`src/rtl/imem_arbiter_pkg.sv`:
```
// Shared types and constants for the instruction-memory arbiter.
package imem_pkg;

  localparam int unsigned ADDR_W = 11;
  localparam int unsigned DATA_W = 32;

  typedef enum logic {
    BOOT = 1'b0,
    RUN  = 1'b1
  } state_e;

  typedef enum logic {
    OWN_F = 1'b0,
    OWN_L = 1'b1
  } owner_e;

endpackage

```
`src/rtl/imem_arbiter_if.sv`:
```
// Fetch, loader and RAM-macro signals shared by the arbiter and its surroundings.
interface imem_arbiter_if #(
  parameter int unsigned ADDR_W = imem_pkg::ADDR_W,
  parameter int unsigned DATA_W = imem_pkg::DATA_W
);

  logic              f_req;
  logic [ADDR_W-1:0] f_addr;
  logic              f_gnt;
  logic              f_rvalid;
  logic [DATA_W-1:0] f_rdata;

  logic              l_req;
  logic              l_we;
  logic [ADDR_W-1:0] l_addr;
  logic [DATA_W-1:0] l_wdata;
  logic              l_gnt;
  logic              l_rvalid;
  logic [DATA_W-1:0] l_rdata;
  logic              l_done;
  logic              boot_done;

  logic              im_cen;
  logic              im_wen;
  logic              im_oen;
  logic [ADDR_W-1:0] im_addr;
  logic [DATA_W-1:0] im_datain;
  logic [DATA_W-1:0] im_dataout;

  // Arbiter side
  modport slave (
    input  f_req, f_addr,
    output f_gnt, f_rvalid, f_rdata,
    input  l_req, l_we, l_addr, l_wdata, l_done,
    output l_gnt, l_rvalid, l_rdata, boot_done,
    output im_cen, im_wen, im_oen, im_addr, im_datain,
    input  im_dataout
  );

  // Requester / RAM side
  modport master (
    output f_req, f_addr,
    input  f_gnt, f_rvalid, f_rdata,
    output l_req, l_we, l_addr, l_wdata, l_done,
    input  l_gnt, l_rvalid, l_rdata, boot_done,
    input  im_cen, im_wen, im_oen, im_addr, im_datain,
    output im_dataout
  );

endinterface

```
`src/rtl/imem_arbiter_starve_cnt.sv`:
```
// Counts consecutive loader denials; asserts forced once the limit is reached.
module starve_cnt #(
  parameter int unsigned STARVE_MAX = 4
) (
  input  logic clk,
  input  logic rst_n,
  input  logic req,
  input  logic gnt,
  output logic forced
);

  localparam logic [3:0] MAX = 4'(STARVE_MAX);

  logic [3:0] cnt_q;
  logic [3:0] cnt_d;

  always_comb begin
    cnt_d = cnt_q;
    if (!req || gnt) begin
      cnt_d = '0;
    end else if (cnt_q < MAX) begin
      cnt_d = cnt_q + 4'd1;
    end
  end

  always_ff @(posedge clk or negedge rst_n) begin
    if (!rst_n) begin
      cnt_q <= '0;
    end else begin
      cnt_q <= cnt_d;
    end
  end

  assign forced = (cnt_q == MAX);

endmodule

```
`src/rtl/imem_arbiter.sv`:
```
// Arbitrates the single instruction RAM between fetch and the loader/debug port,
// with a loader-only boot phase followed by fetch-priority run mode.
module imem_arbiter #(
  parameter int unsigned ADDR_W     = imem_pkg::ADDR_W,
  parameter int unsigned DATA_W     = imem_pkg::DATA_W,
  parameter int unsigned STARVE_MAX = 4,
  parameter bit          BOOT_EN    = 1'b1
) (
  input  logic           clk,
  input  logic           rst_n,
  imem_arbiter_if.slave  bus
);

  import imem_pkg::*;

  localparam state_e RST_STATE = BOOT_EN ? BOOT : RUN;

  state_e            state_q, state_d;
  owner_e            owner_q, owner_d;
  logic              rd_valid_q, rd_valid_d;
  logic              forced;
  logic              f_gnt, l_gnt;
  logic [ADDR_W-1:0] addr_sel;
  logic [DATA_W-1:0] rdata;

  // Grants are gated by rst_n so nothing reaches the RAM while reset is held.
  always_comb begin
    f_gnt      = 1'b0;
    l_gnt      = 1'b0;
    state_d    = state_q;
    owner_d    = owner_q;
    rd_valid_d = 1'b0;
    addr_sel   = bus.l_addr;

    if (rst_n) begin
      if (state_q == RUN && bus.f_req && !forced) begin
        f_gnt = 1'b1;
      end else begin
        l_gnt = bus.l_req;
      end
    end

    if (state_q == BOOT && bus.l_done) begin
      state_d = RUN;
    end

    rd_valid_d = f_gnt | (l_gnt & ~bus.l_we);
    if (rd_valid_d) begin
      owner_d = f_gnt ? OWN_F : OWN_L;
    end
    if (f_gnt) begin
      addr_sel = bus.f_addr;
    end
  end

  always_ff @(posedge clk or negedge rst_n) begin
    if (!rst_n) begin
      state_q    <= RST_STATE;
      owner_q    <= OWN_F;
      rd_valid_q <= 1'b0;
    end else begin
      state_q    <= state_d;
      owner_q    <= owner_d;
      rd_valid_q <= rd_valid_d;
    end
  end

  starve_cnt #(
    .STARVE_MAX (STARVE_MAX)
  ) u_starve_cnt (
    .clk    (clk),
    .rst_n  (rst_n),
    .req    (bus.l_req),
    .gnt    (l_gnt),
    .forced (forced)
  );

  assign rdata         = bus.im_dataout;

  assign bus.f_gnt     = f_gnt;
  assign bus.l_gnt     = l_gnt;
  assign bus.f_rvalid  = rd_valid_q && (owner_q == OWN_F);
  assign bus.l_rvalid  = rd_valid_q && (owner_q == OWN_L);
  assign bus.f_rdata   = rdata;
  assign bus.l_rdata   = rdata;
  assign bus.boot_done = (state_q == RUN);

  assign bus.im_cen    = ~(f_gnt | l_gnt);
  assign bus.im_wen    = ~(l_gnt & bus.l_we);
  assign bus.im_oen    = 1'b0;
  assign bus.im_addr   = addr_sel;
  assign bus.im_datain = bus.l_wdata;

endmodule

```
`src/flat_wrapper.sv`:
```
// flat-port wrapper written by rule: the top's interface ports become plain ports
module imem_arbiter_flat import imem_pkg::*;
#(
  parameter int unsigned ADDR_W     = imem_pkg::ADDR_W,
  parameter int unsigned DATA_W     = imem_pkg::DATA_W,
  parameter int unsigned STARVE_MAX = 4,
  parameter bit          BOOT_EN    = 1'b1
)
  (clk, rst_n, bus_f_req, bus_f_addr, bus_f_gnt, bus_f_rvalid, bus_f_rdata, bus_l_req, bus_l_we, bus_l_addr, bus_l_wdata, bus_l_done, bus_l_gnt, bus_l_rvalid, bus_l_rdata, bus_boot_done, bus_im_cen, bus_im_wen, bus_im_oen, bus_im_addr, bus_im_datain, bus_im_dataout);
  imem_arbiter_if #(.ADDR_W(ADDR_W), .DATA_W(DATA_W)) bus_i ();
  input  logic clk;
  input  logic rst_n;
  input wire logic [$bits(bus_i.f_req)-1:0] bus_f_req;
  input wire logic [$bits(bus_i.f_addr)-1:0] bus_f_addr;
  output wire logic [$bits(bus_i.f_gnt)-1:0] bus_f_gnt;
  output wire logic [$bits(bus_i.f_rvalid)-1:0] bus_f_rvalid;
  output wire logic [$bits(bus_i.f_rdata)-1:0] bus_f_rdata;
  input wire logic [$bits(bus_i.l_req)-1:0] bus_l_req;
  input wire logic [$bits(bus_i.l_we)-1:0] bus_l_we;
  input wire logic [$bits(bus_i.l_addr)-1:0] bus_l_addr;
  input wire logic [$bits(bus_i.l_wdata)-1:0] bus_l_wdata;
  input wire logic [$bits(bus_i.l_done)-1:0] bus_l_done;
  output wire logic [$bits(bus_i.l_gnt)-1:0] bus_l_gnt;
  output wire logic [$bits(bus_i.l_rvalid)-1:0] bus_l_rvalid;
  output wire logic [$bits(bus_i.l_rdata)-1:0] bus_l_rdata;
  output wire logic [$bits(bus_i.boot_done)-1:0] bus_boot_done;
  output wire logic [$bits(bus_i.im_cen)-1:0] bus_im_cen;
  output wire logic [$bits(bus_i.im_wen)-1:0] bus_im_wen;
  output wire logic [$bits(bus_i.im_oen)-1:0] bus_im_oen;
  output wire logic [$bits(bus_i.im_addr)-1:0] bus_im_addr;
  output wire logic [$bits(bus_i.im_datain)-1:0] bus_im_datain;
  input wire logic [$bits(bus_i.im_dataout)-1:0] bus_im_dataout;
  assign bus_i.f_req = bus_f_req;
  assign bus_i.f_addr = bus_f_addr;
  assign bus_f_gnt = bus_i.f_gnt;
  assign bus_f_rvalid = bus_i.f_rvalid;
  assign bus_f_rdata = bus_i.f_rdata;
  assign bus_i.l_req = bus_l_req;
  assign bus_i.l_we = bus_l_we;
  assign bus_i.l_addr = bus_l_addr;
  assign bus_i.l_wdata = bus_l_wdata;
  assign bus_i.l_done = bus_l_done;
  assign bus_l_gnt = bus_i.l_gnt;
  assign bus_l_rvalid = bus_i.l_rvalid;
  assign bus_l_rdata = bus_i.l_rdata;
  assign bus_boot_done = bus_i.boot_done;
  assign bus_im_cen = bus_i.im_cen;
  assign bus_im_wen = bus_i.im_wen;
  assign bus_im_oen = bus_i.im_oen;
  assign bus_im_addr = bus_i.im_addr;
  assign bus_im_datain = bus_i.im_datain;
  assign bus_i.im_dataout = bus_im_dataout;
  imem_arbiter #(.ADDR_W(ADDR_W), .DATA_W(DATA_W), .STARVE_MAX(STARVE_MAX), .BOOT_EN(BOOT_EN)) u_core (.clk(clk), .rst_n(rst_n), .bus(bus_i));
endmodule
```
`config.mk`:
```
export PLATFORM = sky130hd
export DESIGN_NAME = imem_arbiter_flat
export DESIGN_NICKNAME = d
export VERILOG_FILES = /design/src/rtl/imem_arbiter_pkg.sv /design/src/rtl/imem_arbiter_if.sv /design/src/rtl/imem_arbiter_starve_cnt.sv /design/src/rtl/imem_arbiter.sv /design/src/flat_wrapper.sv
export SDC_FILE = /design/constraint.sdc
export NUM_CORES = 1
export LEC_CHECK = 0
export ABC_AREA = 1
export ABC_CLOCK_PERIOD_IN_PS = 1700
export CAP_MARGIN = 20
export CORE_AREA = 4 4 78 80
export CTS_CLUSTER_SIZE = 16
export DETAILED_ROUTE_END_ITERATION = 8
export DIE_AREA = 0 0 82 84
export DONT_BUFFER_PORTS = 1
export GPL_ROUTABILITY_DRIVEN = 0
export HOLD_SLACK_MARGIN = 0.06
export PLACE_DENSITY = 0.43
export SLEW_MARGIN = 20
export SYNTH_ARGS = -nofsm -noshare
export SYNTH_HDL_FRONTEND = slang
export SYNTH_SLANG_ARGS = --single-unit
```
`constraint.sdc`:
```
create_clock -name clk -period 1.7 [get_ports clk]
set_input_delay 0.425 -clock clk [delete_from_list [all_inputs] [get_ports clk]]
set_output_delay 0.425 -clock clk [all_outputs]
set_load 0.005 [all_outputs]
```
# Word-level counts from Yosys, hierarchy flattened
# Cells that the tools add are included.
dict set report word_totals {
  ff_bits 7
  in_bits 92
  out_inout_bits 115
  wordCells 33
}
dict set report classes {
  addsub 1
  magnitude_cmp 1
  n_eq_ne 1
  mux 8
  bitwise 9
  reduce_logical 9
}
# operator n
set ops {}
lappend ops {{$mux W11} 1}
lappend ops {{$mux W4} 2}
lappend ops {{$logic_and A1 B1 Y1} 5}
lappend ops {{$mux W1} 5}
lappend ops {{$not A1 Y1} 5}
lappend ops {{$add A4 B1 Y4 const B} 1}
lappend ops {{$eq A4 B3 Y1 const B} 1}
lappend ops {{$lt A4 B3 Y1 const B} 1}
lappend ops {{$and A1 B1 Y1} 2}
lappend ops {{$logic_not A1 Y1} 2}
lappend ops {{$or A1 B1 Y1} 2}
lappend ops {{$reduce_bool A2 Y1} 1}
lappend ops {{$logic_or A1 B1 Y1} 1}

# Logic depth before layout (Yosys ltp)
# Gate-level depths: netlist (run 1).
dict set report logic_depth {
  ltp_word 7
  depth_mapped 7
  ltp_nobuf 7
}

# By module
# From an unflattened synthesis (run 1), not the netlist that was laid out.
dict set report unflattened {
  hier_cells 183
  area_unflattened_um2 1263.7
}
# mod instances cells_each area_each_um2 seq_area_each_um2
set by_module_without_submodules {}
lappend by_module_without_submodules {imem_arbiter 1 157 1049.8 75.1}
lappend by_module_without_submodules {starve_cnt 1 26 214.0 100.1}

# Least setup slack after synthesis (run 1)
# No wires, ideal clock.
dict set report synth_timing {
  path_kind {register to output}
  startpoint {register u_core.u_starve_cnt.cnt_q[0]}
  endpoint {output bus_im_addr[0]}
  t_arrival_ns 1.058
  t_required_ns 1.275
  path_slack_ns 0.217
  stages_incl_launch_ff 8
  n_path_buf 1
  cell_sequence {dfrtp_1 -> inv_1 -> ha_1 -> nand3_2 -> nand3_4 -> buf_6 -> nand2_1 -> o21ai_2}
}
dict set report synth_via {
  elab_chain_len 6
}
# element line_no
set synth_lines {}
lappend synth_lines {{start: declaration} imem_arbiter_starve_cnt.sv:14} ;# logic [3:0] cnt_q;
lappend synth_lines {{start signal: assignment} imem_arbiter_starve_cnt.sv:30} ;# cnt_q <= cnt_d;
lappend synth_lines {{$eq A4 B3 Y1} imem_arbiter_starve_cnt.sv:34} ;# assign forced = (cnt_q == MAX);
lappend synth_lines {{$logic_not A1 Y1} imem_arbiter.sv:36} ;# if (state_q == RUN && bus.f_req && !forced) begin
lappend synth_lines {{$logic_and A1 B1 Y1} imem_arbiter.sv:36}
lappend synth_lines {{$mux W1} imem_arbiter.sv:36}
lappend synth_lines {{$mux W1} imem_arbiter.sv:35} ;# if (rst_n) begin
lappend synth_lines {{$mux W11} imem_arbiter.sv:51} ;# if (f_gnt) begin
lappend synth_lines {{end: declaration} flat_wrapper.sv:30} ;# output wire logic [$bits(bus_i.im_addr)-1:0] bus_im_addr;
# No other way between the ends.

# Worst setup path in the final report (run 1)
dict set report layout_timing {
  startpoint {register u_core.u_starve_cnt.cnt_q[0]}
  endpoint {output bus_im_addr[2]}
}
# The elaborated chain is that of the path after synthesis.

==> results of run 1 <==
-- worst register-to-register path: stages, from the launching register on --
cell	delay, ns
dfrtp_1	0.36
inv_2	0.06
ha_4	0.16
nand3_4	0.08
nand3_4	0.11
buf_16	0.18
buf_4	0.14
nand2_2	0.04
nand2_1	0.04
-- state kept, by name, indices dropped and copies added (netlist names) --
register,count
u_core.owner_q,1
u_core.bus.boot_done,1
u_core.rd_valid_q,1
u_core.u_starve_cnt.cnt_q,4
-- routing by layer --
layer	wire [um]	vias up	GRT usage (%)
met5	0	-	0
met2	949	50	8.45
li1	-	247	-
met4	150	0	6.19
met1	674	237	5.43
met3	302	28	3.24
-- final cells by class --
class	instances	area, um2
clock buffer	4	45.0
fill	641	4620
inverter	21	78.8
multi-input combinational	50	322
sequential	7	175
tap	72	90.1
timing repair buffer	5	72.6
-- Yosys cell counts --
cell type and count:
nor2_1 7, inv_2 2, ha_1 2, inv_1 19, dfrtp_1 7, nand3b_1 1, buf_4 97, nand3_2 1
nand2_2 1, a21oi_1 2, nand2_1 21, xor2_1 1, buf_6 2, conb_1 1, nand3_4 1, o21ai_2 11
or2_2 1
-- stage by stage --
| stage | total power, W | setup TNS [ns] | hold slack (ns) | cells | setup slack [ns] |
|---|---|---|---|---|---|
| final | 0.000575 | -0.366 | 0.308 | 159 | -0.0422 |
| after global routing | 0.000614 | -1.46 | 0.300 | 159 | -0.129 |
| after CTS | 0.000583 | -0.618 | 0.302 | 158 | -0.0567 |
| after detailed placement | 0.000306 | 0 | 0.130 | 151 | 0.114 |
| after global placement | 0.000305 | 0 | 0.130 | 151 | 0.128 |
| after floorplan | 0.000470 | 0 | 0.129 | 177 | 0.217 |
-- power by group through the flow --
| stage | Combinational, W | Sequential, W | Clock (W) |
|---|---|---|---|
| floorplan | 0.000282 | 0.000188 | 0 |
| global placement | 0.000115 | 0.000190 | 0 |
| detailed placement | 0.000116 | 0.000190 | 0 |
| CTS | 0.000149 | 0.000190 | 0.000245 |
| global route | 0.000170 | 0.000191 | 0.000252 |
| finish | 0.000149 | 0.000190 | 0.000237 |
-- layout by cell type, fill, tap and decap left out --
master and n:
conb_1 1, or2_2 1, ha_1 1, ha_4 1, buf_12 1, clkbuf_8 3
inv_2 7, nand3_4 2, dlygate4sd3_1 1, nor2_1 7, nand2_2 3, inv_1 14
buf_16 1, nand2_1 19, o21ai_2 11, a21oi_1 2, dfrtp_1 7, clkbuf_1 1
xor2_1 1, nand3b_1 1, buf_4 2
-- worst paths after layout --
kind / slack [ns] / depth (start not counted) / end / start
worst min register to register: 0.52 / 2 / u_core.owner_q / u_core.owner_q
worst max register to register: 0.41 / 8 / u_core.owner_q / u_core.u_starve_cnt.cnt_q[0]
worst max-delay path: -0.04 / 6 / bus_im_addr[2] / u_core.u_starve_cnt.cnt_q[0]
max in group asynchronous: 0.92 / 1 / u_core.u_starve_cnt.cnt_q[0] / rst_n
worst min-delay path: 0.31 / 1 / u_core.bus.boot_done / bus_l_done
min in group asynchronous: 0.53 / 1 / u_core.u_starve_cnt.cnt_q[2] / rst_n
-- cells by family after synthesis --
kind of cell	Yosys count
buffers and inverters	120
xor gates and xnor gates	1
DFF	7
AOI/OAI and AO/OA	13
adders and majority gates	2
other	1
and+or+nand+nor	33
-- repair_timing --
item / in CTS / in global routing
resized for setup: 10 / 1
gates cloned: 1 / 0
endpoints found under the setup margin: 14 / 14
endpoints found under the hold margin: 7 / 0
hold buffers: 1 / 0
buffers inserted: 1 / 1
==> results.cfg, run 1 <==
[yosys]
ys_seq_elements = 7
synth_top_cells_by_area = buf_4 56%, dfrtp_1 13%, o21ai_2 7.4%
syn-cell-area_um2 = 1300
synthMuxAreaShare_pct = 0
syn_inst = 177
synth_simple_gate_area_share_pct = 11.7
synth_xor_area_share_pct = 0.673
yosysUniqueCellTypes = 17
synth_fp_nets = 271
ys_warn_count = 0
seq_area_frac_synth_pct = 13.5
synth-compound-area-share_pct = 8.17
syn_avg_cell_area_um2 = 7.35
synth_top_family_by_area = buffers and inverters
yosysTopAreaCellShare_pct = 56.0
yosysTopAreaCell = buf_4
synth_fa_ha_area_share_pct = 1.92

[sta]
fmax_mhz = 574
final_max_slew_viol_count = 0
post-route-period-util_pct = 102
setup_violations = 12
clock_skew_ns = 0.00261
fin_ws_ns = -0.0422
hold_violations = 0
period_minus_slack_ns = 1.74
rsz0062_at_grt = yes

[floorplanning]
die_area_um2 = 6890
fp-row-count = 27
die_w_um = 82
core-area_um2 = 5410
start_util_pct = 24.1
die_y_um = 84
ioPinCount = 207

[critical_path]
startpoint_type = flip-flop
timing.critical_path.slowest_cell_delay_ns = 0.36
cp-end-kind = output port
critPathTopFamily = flip-flops
arrival_ns = 1.32
cp_slowest_cell = dfrtp_1
path_buf_inv = 2
path_class = flip-flop to output port
crit_top_cell = nand3_4
crit_required_ns = 1.27
cp_cell_sequence = inv_2 -> ha_4 -> nand3_4 -> nand3_4 -> buf_16 -> o21ai_2
cp_max_fo = 12

[global_routing]
grt_pass1_vias = 586
grt_first_pass_wirelength_mm = 3.07
antenna_found_initial = 0
grt_use_total_pct = 5.85
grt_max_degree = 14
grt-ovfl-total = 0

[route]
detail_route.vias_per_cell = 3.53
wl_per_cell_um = 13.1
drtAntennaViolNets = 0
drc_errors = 0
wl_mm = 2.08
initialDrtViolationCount = 19
vias = 562
dr.pass1.iters = 4

[clock_network]
numCtsBuffers = 3
cts-root-buf = clkbuf_8
cts_sinks = 7
clock_latency_ns = 0.23
clk_pin_slew_worst_paths_ns = 0.04
tritoncts = built
clock_path_buffers = 2
h-tree-depth = 1

[finish]
final_nets = 182
syn_to_final_growth_pct = -39.8
final_layout_size_suffix_gt1_share_pct = 36.8
final_util_pct = 14.5
diodes = 0
stdcell_area_um2 = 783

[placed_design]
post_dp_cell_area_um2 = 661
portBuffers = 0
hpwl_mm = 1.57

[power_and_ir_drop]
switching_power_w = 0.000168
ir_drop_mv = 0.426
pwr-share-comb_pct = 25.9
seq_power_share_pct = 33.0
power.density_nw_per_um2 = 735
p_clk_share_pct = 41.1
p_int_w = 0.000407
leakagePower_nw = 0.396
p_sw_share_pct = 29.2

[worst_hold_path]
hold_path_class = input pin to flip-flop

[status]
status = finished, violations left
failed_checks = negative setup slack

[job]
drv_cap = 0
(Power assumes the default switching activity.)
==> run 2, diff against run 1 <==
--- a/config.mk
+++ b/config.mk
@@ -7,7 +7,6 @@
 export LEC_CHECK = 0
 export ABC_AREA = 1
 export ABC_CLOCK_PERIOD_IN_PS = 1700
-export CAP_MARGIN = 20
 export CORE_AREA = 4 4 78 80
 export CTS_CLUSTER_SIZE = 16
 export DETAILED_ROUTE_END_ITERATION = 8
==> results of run 2 <==
No change in the layout: final DEF, timing and power equal those of run 1.
